[src/rtl/tt_sweep_capture.sv]
// Exhaustive truth-table capture for a small combinational function with valid/ready hand-off.
// Define TT_SELFDUAL_EN to also register a self-duality flag alongside the captured table.
module tt_sweep_capture #(
    parameter int unsigned N_IN   = 7,
    parameter int unsigned SETTLE = 0,
    localparam int unsigned TT_W  = 2 ** N_IN
) (
    input  logic              clk,
    input  logic              rst,
    input  logic              start,
    output logic [N_IN-1:0]   x_out,
    input  logic              f_in,
    output logic              busy,
    output logic [TT_W-1:0]   tt,
    output logic [N_IN:0]     ones,
    output logic              tt_valid,
    input  logic              tt_ready,
    output logic              self_dual
);

    localparam int unsigned SW = (SETTLE > 0) ? $clog2(SETTLE + 1) : 1;

    typedef enum logic [1:0] {StIdle, StSweep, StDone} state_e;

    state_e            state_q, state_d;
    logic [N_IN-1:0]   idx_q, idx_d;
    logic [SW-1:0]     settle_q, settle_d;
    logic [TT_W-1:0]   tt_q, tt_d;
    logic [N_IN:0]     ones_q, ones_d;
    logic              last_settle;
    logic              last_idx;

    assign last_settle = (settle_q == SW'(SETTLE));
    assign last_idx    = (idx_q == N_IN'(TT_W - 1));

    always_comb begin
        state_d  = state_q;
        idx_d    = idx_q;
        settle_d = settle_q;
        tt_d     = tt_q;
        ones_d   = ones_q;
        case (state_q)
            StIdle: begin
                if (start) begin
                    state_d  = StSweep;
                    idx_d    = '0;
                    settle_d = '0;
                    tt_d     = '0;
                    ones_d   = '0;
                end
            end
            StSweep: begin
                if (last_settle) begin
                    tt_d[idx_q] = f_in;
                    ones_d      = ones_q + {{N_IN{1'b0}}, f_in};
                    settle_d    = '0;
                    // idx stays at TT_W-1 in DONE so x_out holds the last vector
                    if (last_idx) begin
                        state_d = StDone;
                    end else begin
                        idx_d = idx_q + N_IN'(1);
                    end
                end else begin
                    settle_d = settle_q + SW'(1);
                end
            end
            StDone: begin
                if (tt_ready) begin
                    state_d = StIdle;
                end
            end
            default: state_d = StIdle;
        endcase
    end

    always_ff @(posedge clk or posedge rst) begin
        if (rst) begin
            state_q  <= StIdle;
            idx_q    <= '0;
            settle_q <= '0;
            tt_q     <= '0;
            ones_q   <= '0;
        end else begin
            state_q  <= state_d;
            idx_q    <= idx_d;
            settle_q <= settle_d;
            tt_q     <= tt_d;
            ones_q   <= ones_d;
        end
    end

    assign x_out    = idx_q;
    assign tt       = tt_q;
    assign ones     = ones_q;
    assign busy     = (state_q == StSweep) || (state_q == StDone);
    assign tt_valid = (state_q == StDone);

`ifdef TT_SELFDUAL_EN
    logic sd_q, sd_d, sd_calc;

    // Evaluated on tt_d so the bit written on the final sweep edge is included.
    always_comb begin
        sd_calc = 1'b1;
        for (int i = 0; i < int'(TT_W); i++) begin
            if (tt_d[i] == tt_d[int'(TT_W) - 1 - i]) begin
                sd_calc = 1'b0;
            end
        end
    end

    always_comb begin
        sd_d = sd_q;
        if (state_q == StIdle && start) begin
            sd_d = 1'b0;
        end else if (state_q == StSweep && state_d == StDone) begin
            sd_d = sd_calc;
        end
    end

    always_ff @(posedge clk or posedge rst) begin
        if (rst) begin
            sd_q <= 1'b0;
        end else begin
            sd_q <= sd_d;
        end
    end

    assign self_dual = sd_q;
`else
    assign self_dual = 1'b0;
`endif

endmodule

[config.mk]
export PLATFORM = sky130hd
export DESIGN_NAME = tt_sweep_capture
export DESIGN_NICKNAME = d
export VERILOG_FILES = /design/src/rtl/tt_sweep_capture.sv
export SDC_FILE = /design/constraint.sdc
export NUM_CORES = 1
export LEC_CHECK = 0
export ABC_AREA = 1
export CAP_MARGIN = 20
export CELL_PAD_IN_SITES_DETAIL_PLACEMENT = 1
export CELL_PAD_IN_SITES_GLOBAL_PLACEMENT = 1
export CORE_ASPECT_RATIO = 0.7
export CORE_MARGIN = 10
export CORE_UTILIZATION = 40
export CTS_CLUSTER_SIZE = 25
export DETAILED_ROUTE_END_ITERATION = 10
export GPL_TIMING_DRIVEN = 0
export PLACE_DENSITY = 0.95
export SKIP_LAST_GASP = 1
export SLEW_MARGIN = 0
export SYNTH_ARGS = -nofsm -noshare
export SYNTH_HDL_FRONTEND = slang
export SYNTH_SLANG_ARGS = --single-unit
[constraint.sdc]
create_clock -name clk -period 6.9 [get_ports clk]
set_input_delay 1.035 -clock clk [delete_from_list [all_inputs] [get_ports clk]]
set_output_delay 1.035 -clock clk [all_outputs]
set_load 0.005 [all_outputs]
==> impl_metrics.py, run 1 <==
metrics = {
    "clock_tree": {
        "cts_made_buffers": 17,
        "clk_latency_ns": 0.44,
        "root_buffer": "clkbuf_16",
        "cts_tree": "done",
        "clk_pin_slew_ns": 0.06,
        "cts_max_level": 4,
        "clk_path_buf_depth": 2,
        "ctsResizeCount": 0,
        "cts_num_sinks": 145,
        "post-cts-setup-buffer-count": 0,
        "ctsHoldBuffers": 0,
    },
    "final_layout": {
        "nFillCells": 2512,
        "diodes": 0,
        "regArea_um2": 3630,
        "multiInputGateArea_um2": 3280,
        "nets": 1348,
        "final_layout_size_suffix_gt1_share_pct": 5.19,
        "most-common-layout-cells": "nand2_1 (566), inv_1 (159), nand3_1 (153), clkdlybuf4s50_1 (149), dfrtp_1 (145)",
        "area_growth_pct": 31.1,
        "final_common_cell": "nand2_1",
        "stdcell_count": 1613,
    },
    "placed_design": {
        "port_buffers": 149,
        "place.gp.congestion": 0.839,
        "dpl.hpwl_um": 21800,
        "pre_cts_ws_ns": 3.75,
        "placedCellCount": 1581,
    },
    "grt": {
        "grt_pass1_vias": 8785,
        "overflow": 0,
        "use_met3_pct": 7.35,
        "grt_antenna_before_repair": 0,
        "grt_start_max_net_pins": 96,
        "grt_use_met2_pct": 40.2,
        "gr-usage-met1_pct": 31.8,
        "grt_pass1_wl_um": 49900,
        "grt_usage_pct": 24.8,
        "busiest_layer": "met2",
    },
    "power": {
        "switching_share_pct": 40.1,
        "power_frac_seq_pct": 33.6,
        "power_density_nw_per_um2": 262,
        "p_clk_share_pct": 35.1,
        "internal_power_uw": 1610,
        "ir_worst_vdd_mv": 0.134,
        "power.net_switching_uw": 1080,
        "p_comb_share_pct": 31.4,
        "leakagePower_uw": 0.00591,
    },
    "synthesis": {
        "synth_top_cell_by_area": "dfrtp_1",
        "synth_seq_area_share_pct": 46.4,
        "synth_cell_type_count": 21,
        "syn_nets": 1179,
        "synth_area_um2": 7820,
        "synth_top_area_share_pct": 46.4,
        "ys_seq_elements": 145,
        "syn_avg_cell_area_um2": 6.70,
        "ys_warn_count": 0,
        "synth_cells": 1167,
        "synth.area.top_cells": "dfrtp_1 (46%), nand2_1 (27%), nand3_1 (9.8%)",
    },
    "critical_path": {
        "cpLargestDelayFamily": "buffers and inverters",
        "arrival_ns": 3.11,
        "critPathBufInv": 4,
        "max_stage_delay_ns": 0.67,
        "crit_type": "in -> reg",
        "cpMaxStageDelayCell": "clkbuf_1",
        "critPathLaunchType": "input port",
        "critPathMaxFanout": 10,
        "critPathCaptureType": "flip-flop",
        "required_ns": 7.23,
        "crit_chain": "clkdlybuf4s50_1 > inv_1 > nand2_1 > o21ai_2 > nor2_1 > clkbuf_1 > nand3_1 > nand2_1 > inv_1",
    },
    "sta": {
        "hold_viol": 0,
        "finalSetupTns_ns": 0,
        "setup_viol": 0,
        "max_slew.worst_pin.slew_ns": 0.868,
        "rsz0062_at_grt": "no",
        "drv_slew": 0,
        "fin_ws_ns": 4.13,
        "fmax_mhz": 361,
        "fin_crit_sh_pct": 40.2,
        "fin_crit_ns": 2.77,
        "max_slew_margin_pct": 42.1,
        "fin_skew_ns": 0.0139,
    },
    "die": {
        "start_util_pct": 41.1,
        "io_pins": 151,
        "rows": 42,
        "die_w_um": 187,
        "dieArea_um2": 25600,
        "core_area_um2": 19000,
        "die-height_um": 137,
    },
    "route": {
        "avgViaCountPerCell": 5.27,
        "ant_nets": 0,
        "drt_wl_total_um": 32000,
        "wl_per_cell_um": 19.9,
        "drcViolationCount": 0,
        "vias": 8504,
        "firstDrtPassIters": 5,
        "drtIter0Drc": 874,
    },
    "worst_hold_path": {
        "hold_path.class": "reg -> reg",
    },
    "run_status": {
        "status": "finished, final reports clean",
    },
    "run": {
        "drv_cap": 0,
    },
}
==> cell usage after synthesis (all sizes together) <==
library cell,count
nand2,567
inv,161
nand3,153
dfrtp,145
nor2,41
clkbuf,40
buf,31
a21oi,7
ha,7
nand4,7
o21ai,5
conb,1
nor3,1
o211ai,1
==> worst paths after layout <==
check | startpoint | to | slack, ns | depth (start not counted)
max reg2reg | state_q[0] | tt[109] | 4.41 | 9
min reg2reg | state_q[0] | state_q[0] | 0.55 | 2
min | state_q[0] | state_q[0] | 0.55 | 2
min in group asynchronous | rst | tt[24] | 1.02 | 2
max in group asynchronous | rst | tt[86] | 5.03 | 3
max | start | tt[109] | 4.13 | 9
==> worst register-to-register path, delay by kind of cell, from the launching register on <==
family          cells  cell delay (ns)
buf+inv             3             0.80
flops               1             0.39
fa+ha+maj           1             0.29
compound gates      1             0.17
simple gates        4             0.73
==> cell type report <==
cell class / count / share of cell area [%]
clock inverter: 14 / 1.35
inverter: 161 / 5.94
multi-input combinational: 790 / 32.0
clock buffer: 18 / 4.28
sequential: 145 / 35.4
buffer: 71 / 2.99
tap: 264 / 3.22
timing repair buffer: 150 / 14.8
==> routing by layer <==
layer  up-vias  part of all wire, %
met1      4261                   43
met2       355                   46
met4         0                  1.9
met3        50                  8.4
met5         -                    0
li1       3838                    -
==> sequential cells by signal, summed over array words and instances, names as in the netlist <==
register  count
state_q       2
x_out         7
tt          128
ones          8
==> power by group through the flow <==
stage               logic, uW  clock network (uW)  registers [uW]
global placement          777                   0             915
floorplan                 474                   0             913
detailed placement        805                   0             916
CTS                       822                 938             901
global route              900                 987             905
finish                    842                 942             902
==> through the flow <==
| stage | total power (uW) | util, % | hold WS (ns) | cell area (um2) |
|---|---|---|---|---|
| after global placement | 1690 | 50.7 | 0.492 | 9640 |
| after global routing | 2790 | 53.9 | 0.576 | 10200 |
| final | 2690 | 53.9 | 0.554 | 10200 |
| after detailed placement | 1720 | 50.8 | 0.504 | 9670 |
| after floorplan | 1390 | - | 0.469 | 7820 |
| after CTS | 2660 | 53.9 | 0.547 | 10200 |
==> kinds of logic (layout without fill, tap and decap cells) <==
logic type / Yosys count / count (layout) / synth area share [%]
simple gates: 769 / 769 / 39.7
buf+inv: 232 / 414 / 11.7
fa+ha+maj: 7 / 7 / 1.12
flops: 145 / 145 / 46.4
other cells: 1 / 1 / 0.0480
compound gates: 13 / 13 / 1.06
Power figures use the tool's default switching activity.
==> run 2, diff against run 1 <==
--- a/config.mk
+++ b/config.mk
@@ -11,11 +11,11 @@
 export CELL_PAD_IN_SITES_GLOBAL_PLACEMENT = 1
 export CORE_ASPECT_RATIO = 0.7
 export CORE_MARGIN = 10
-export CORE_UTILIZATION = 40
+export CORE_UTILIZATION = 37
 export CTS_CLUSTER_SIZE = 25
 export DETAILED_ROUTE_END_ITERATION = 10
 export GPL_TIMING_DRIVEN = 0
-export PLACE_DENSITY = 0.95
+export PLACE_DENSITY = 0.9
 export SKIP_LAST_GASP = 1
 export SLEW_MARGIN = 0
 export SYNTH_ARGS = -nofsm -noshare
==> constraint.sdc (replaced) <==
create_clock -name clk -period 2.75 [get_ports clk]
set_input_delay 0.4125 -clock clk [delete_from_list [all_inputs] [get_ports clk]]
set_output_delay 0.4125 -clock clk [all_outputs]
set_load 0.005 [all_outputs]
==> run 2 against run 1 <==
Effect of this change:
- count of clock-buffer cells in the layout down 1
- global-route usage fell by 1.6 points
- core utilization decreased by 3.7 points
==> impl_metrics.py, run 2 (synthesis results as in run 1) <==
metrics = {
    "die": {
        "io_pins": 151,
        "start_util_pct": 37.7,
        "core_area_um2": 20800,
        "die-height_um": 142,
        "die_w_um": 194,
        "dieArea_um2": 27400,
        "rows": 44,
    },
    "placed_design": {
        "place.gp.congestion": 0.858,
        "dpl.hpwl_um": 22400,
        "port_buffers": 149,
    },
    "power": {
        "leakagePower_uw": 0.00597,
        "ir_worst_vdd_mv": 0.439,
        "power_density_nw_per_um2": 672,
    },
    "critical_path": {
        "regToRegSetupSlack_ns": 0.27,
        "critPathCaptureType": "flip-flop",
        "reg2reg_depth": 9,
        "critPathMaxFanout": 10,
        "required_ns": 3.08,
        "timing.rr.start": "state_q[0]",
        "r2r-end": "tt[123]",
        "crit_type": "reg -> reg",
        "arrival_ns": 2.81,
        "critPathLaunchType": "flip-flop",
    },
    "final_layout": {
        "final_layout_size_suffix_gt1_share_pct": 5.40,
        "nFillCells": 2659,
        "nets": 1351,
        "final_common_cell": "nand2_1",
        "largest_reg_flops": 128,
        "area_growth_pct": 33.1,
        "diodes": 0,
        "most-common-layout-cells": "nand2_1 (566), inv_1 (159), nand3_1 (153), clkdlybuf4s50_1 (149), dfrtp_1 (145)",
    },
    "route": {
        "avgViaCountPerCell": 5.15,
        "drcViolationCount": 0,
        "firstDrtPassIters": 5,
        "drtIter0Drc": 687,
        "wl_per_cell_um": 19.7,
        "vias": 8379,
        "drt_wl_total_um": 32000,
        "ant_nets": 0,
    },
    "clock_tree": {
        "cts_tree": "done",
        "clk_latency_ns": 0.44,
        "root_buffer": "clkbuf_16",
        "ctsHoldBuffers": 0,
        "cts_made_buffers": 17,
        "cts_num_sinks": 145,
        "post-cts-setup-buffer-count": 0,
        "clk_path_buf_depth": 2,
        "ctsResizeCount": 0,
        "cts_max_level": 4,
        "clk_pin_slew_ns": 0.06,
    },
    "sta": {
        "finalSetupTns_ns": 0,
        "fin_skew_ns": 0.00741,
        "hold_viol": 0,
        "fin_hold_ws_ns": 0.391,
        "fmax_mhz": 403,
        "max_slew.worst_pin.slew_ns": 0.879,
        "fin_crit_ns": 2.48,
        "fin_crit_sh_pct": 90.2,
        "rsz0062_at_grt": "no",
        "drv_slew": 0,
        "max_slew_margin_pct": 41.4,
        "setup_viol": 0,
    },
    "run_status": {
        "status": "finished, final reports clean",
    },
    "worst_hold_path": {
        "hold_path.class": "in -> async",
    },
    "grt": {
        "grt_pass1_vias": 8794,
        "grt_pass1_wl_um": 50100,
        "grt_start_max_net_pins": 41,
        "overflow": 0,
        "grt_usage_pct": 23.2,
        "grt_antenna_before_repair": 0,
    },
    "run": {
        "drv_cap": 0,
    },
}
run 2: through the flow:
step	instances	total power, uW	setup slack (ns)	util, %	instance area [um2]
floorplan	1167	3480	0.518	-	7820
global placement	1592	4280	-0.948	46.5	9660
detailed placement	1596	4350	0.179	47.0	9750
CTS	1628	7000	0.291	50.1	10400
global route	1628	7310	0.105	50.1	10400
finish	1628	7000	0.271	50.1	10400
run 2: where the power goes:
| part | leakage, uW | total, uW | internal [uW] | switching, uW |
|---|---|---|---|---|
| combinational | 0.00364 | 2080 | 488 | 1600 |
| sequential | 0.00202 | 2260 | 2200 | 61.8 |
| clock | 0.000310 | 2650 | 1620 | 1030 |
run 2: layer usage:
layer / up-vias / part of all wire [%] / wire [um] / global-route usage [%]
met3: 54 / 7.6 / 2440 / 5.65
li1: 3849 / - / - / -
met2: 268 / 47 / 14900 / 37.4
met4: 0 / 2.2 / 692 / 8.42
met5: - / 0 / 0 / 0
met1: 4208 / 44 / 14000 / 29.7
run 2: worst max-delay path by stage:
stage,start,slack (ns),depth (start not counted),end
after global placement,rst,-0.95,2,tt[48]
after detailed placement,start,0.18,9,tt[11]
after global routing,state_q[0],0.11,9,tt[123]
after CTS,state_q[0],0.29,9,tt[123]
final,state_q[0],0.27,9,tt[123]
after floorplan,rst,0.52,1,ones[0]
run 2: cell type report:
class	instances	area, um2	share of cell area (%)
clock inverter	15	234	2.25
timing repair buffer	153	1580	15.2
multi-input combinational	790	3280	31.5
clock buffer	17	425	4.09
buffer	71	307	2.95
tap	276	345	3.32
sequential	145	3630	34.9
inverter	161	608	5.84
run 2: critical path: stages (launching register included):
cell,delay [ns]
dfrtp_1,0.39
inv_1,0.10
ha_1,0.29
nand2_1,0.17
o21ai_2,0.15
nor2_1,0.56
buf_2,0.43
nand3_1,0.17
nand2_1,0.09
inv_1,0.04
==> run 3, diff against run 2 <==
--- a/config.mk
+++ b/config.mk
@@ -16,7 +16,6 @@
 export DETAILED_ROUTE_END_ITERATION = 10
 export GPL_TIMING_DRIVEN = 0
 export PLACE_DENSITY = 0.9
-export SKIP_LAST_GASP = 1
 export SLEW_MARGIN = 0
 export SYNTH_ARGS = -nofsm -noshare
 export SYNTH_HDL_FRONTEND = slang
==> results of run 3 <==
No change in the layout: final DEF, timing and power equal those of run 2.
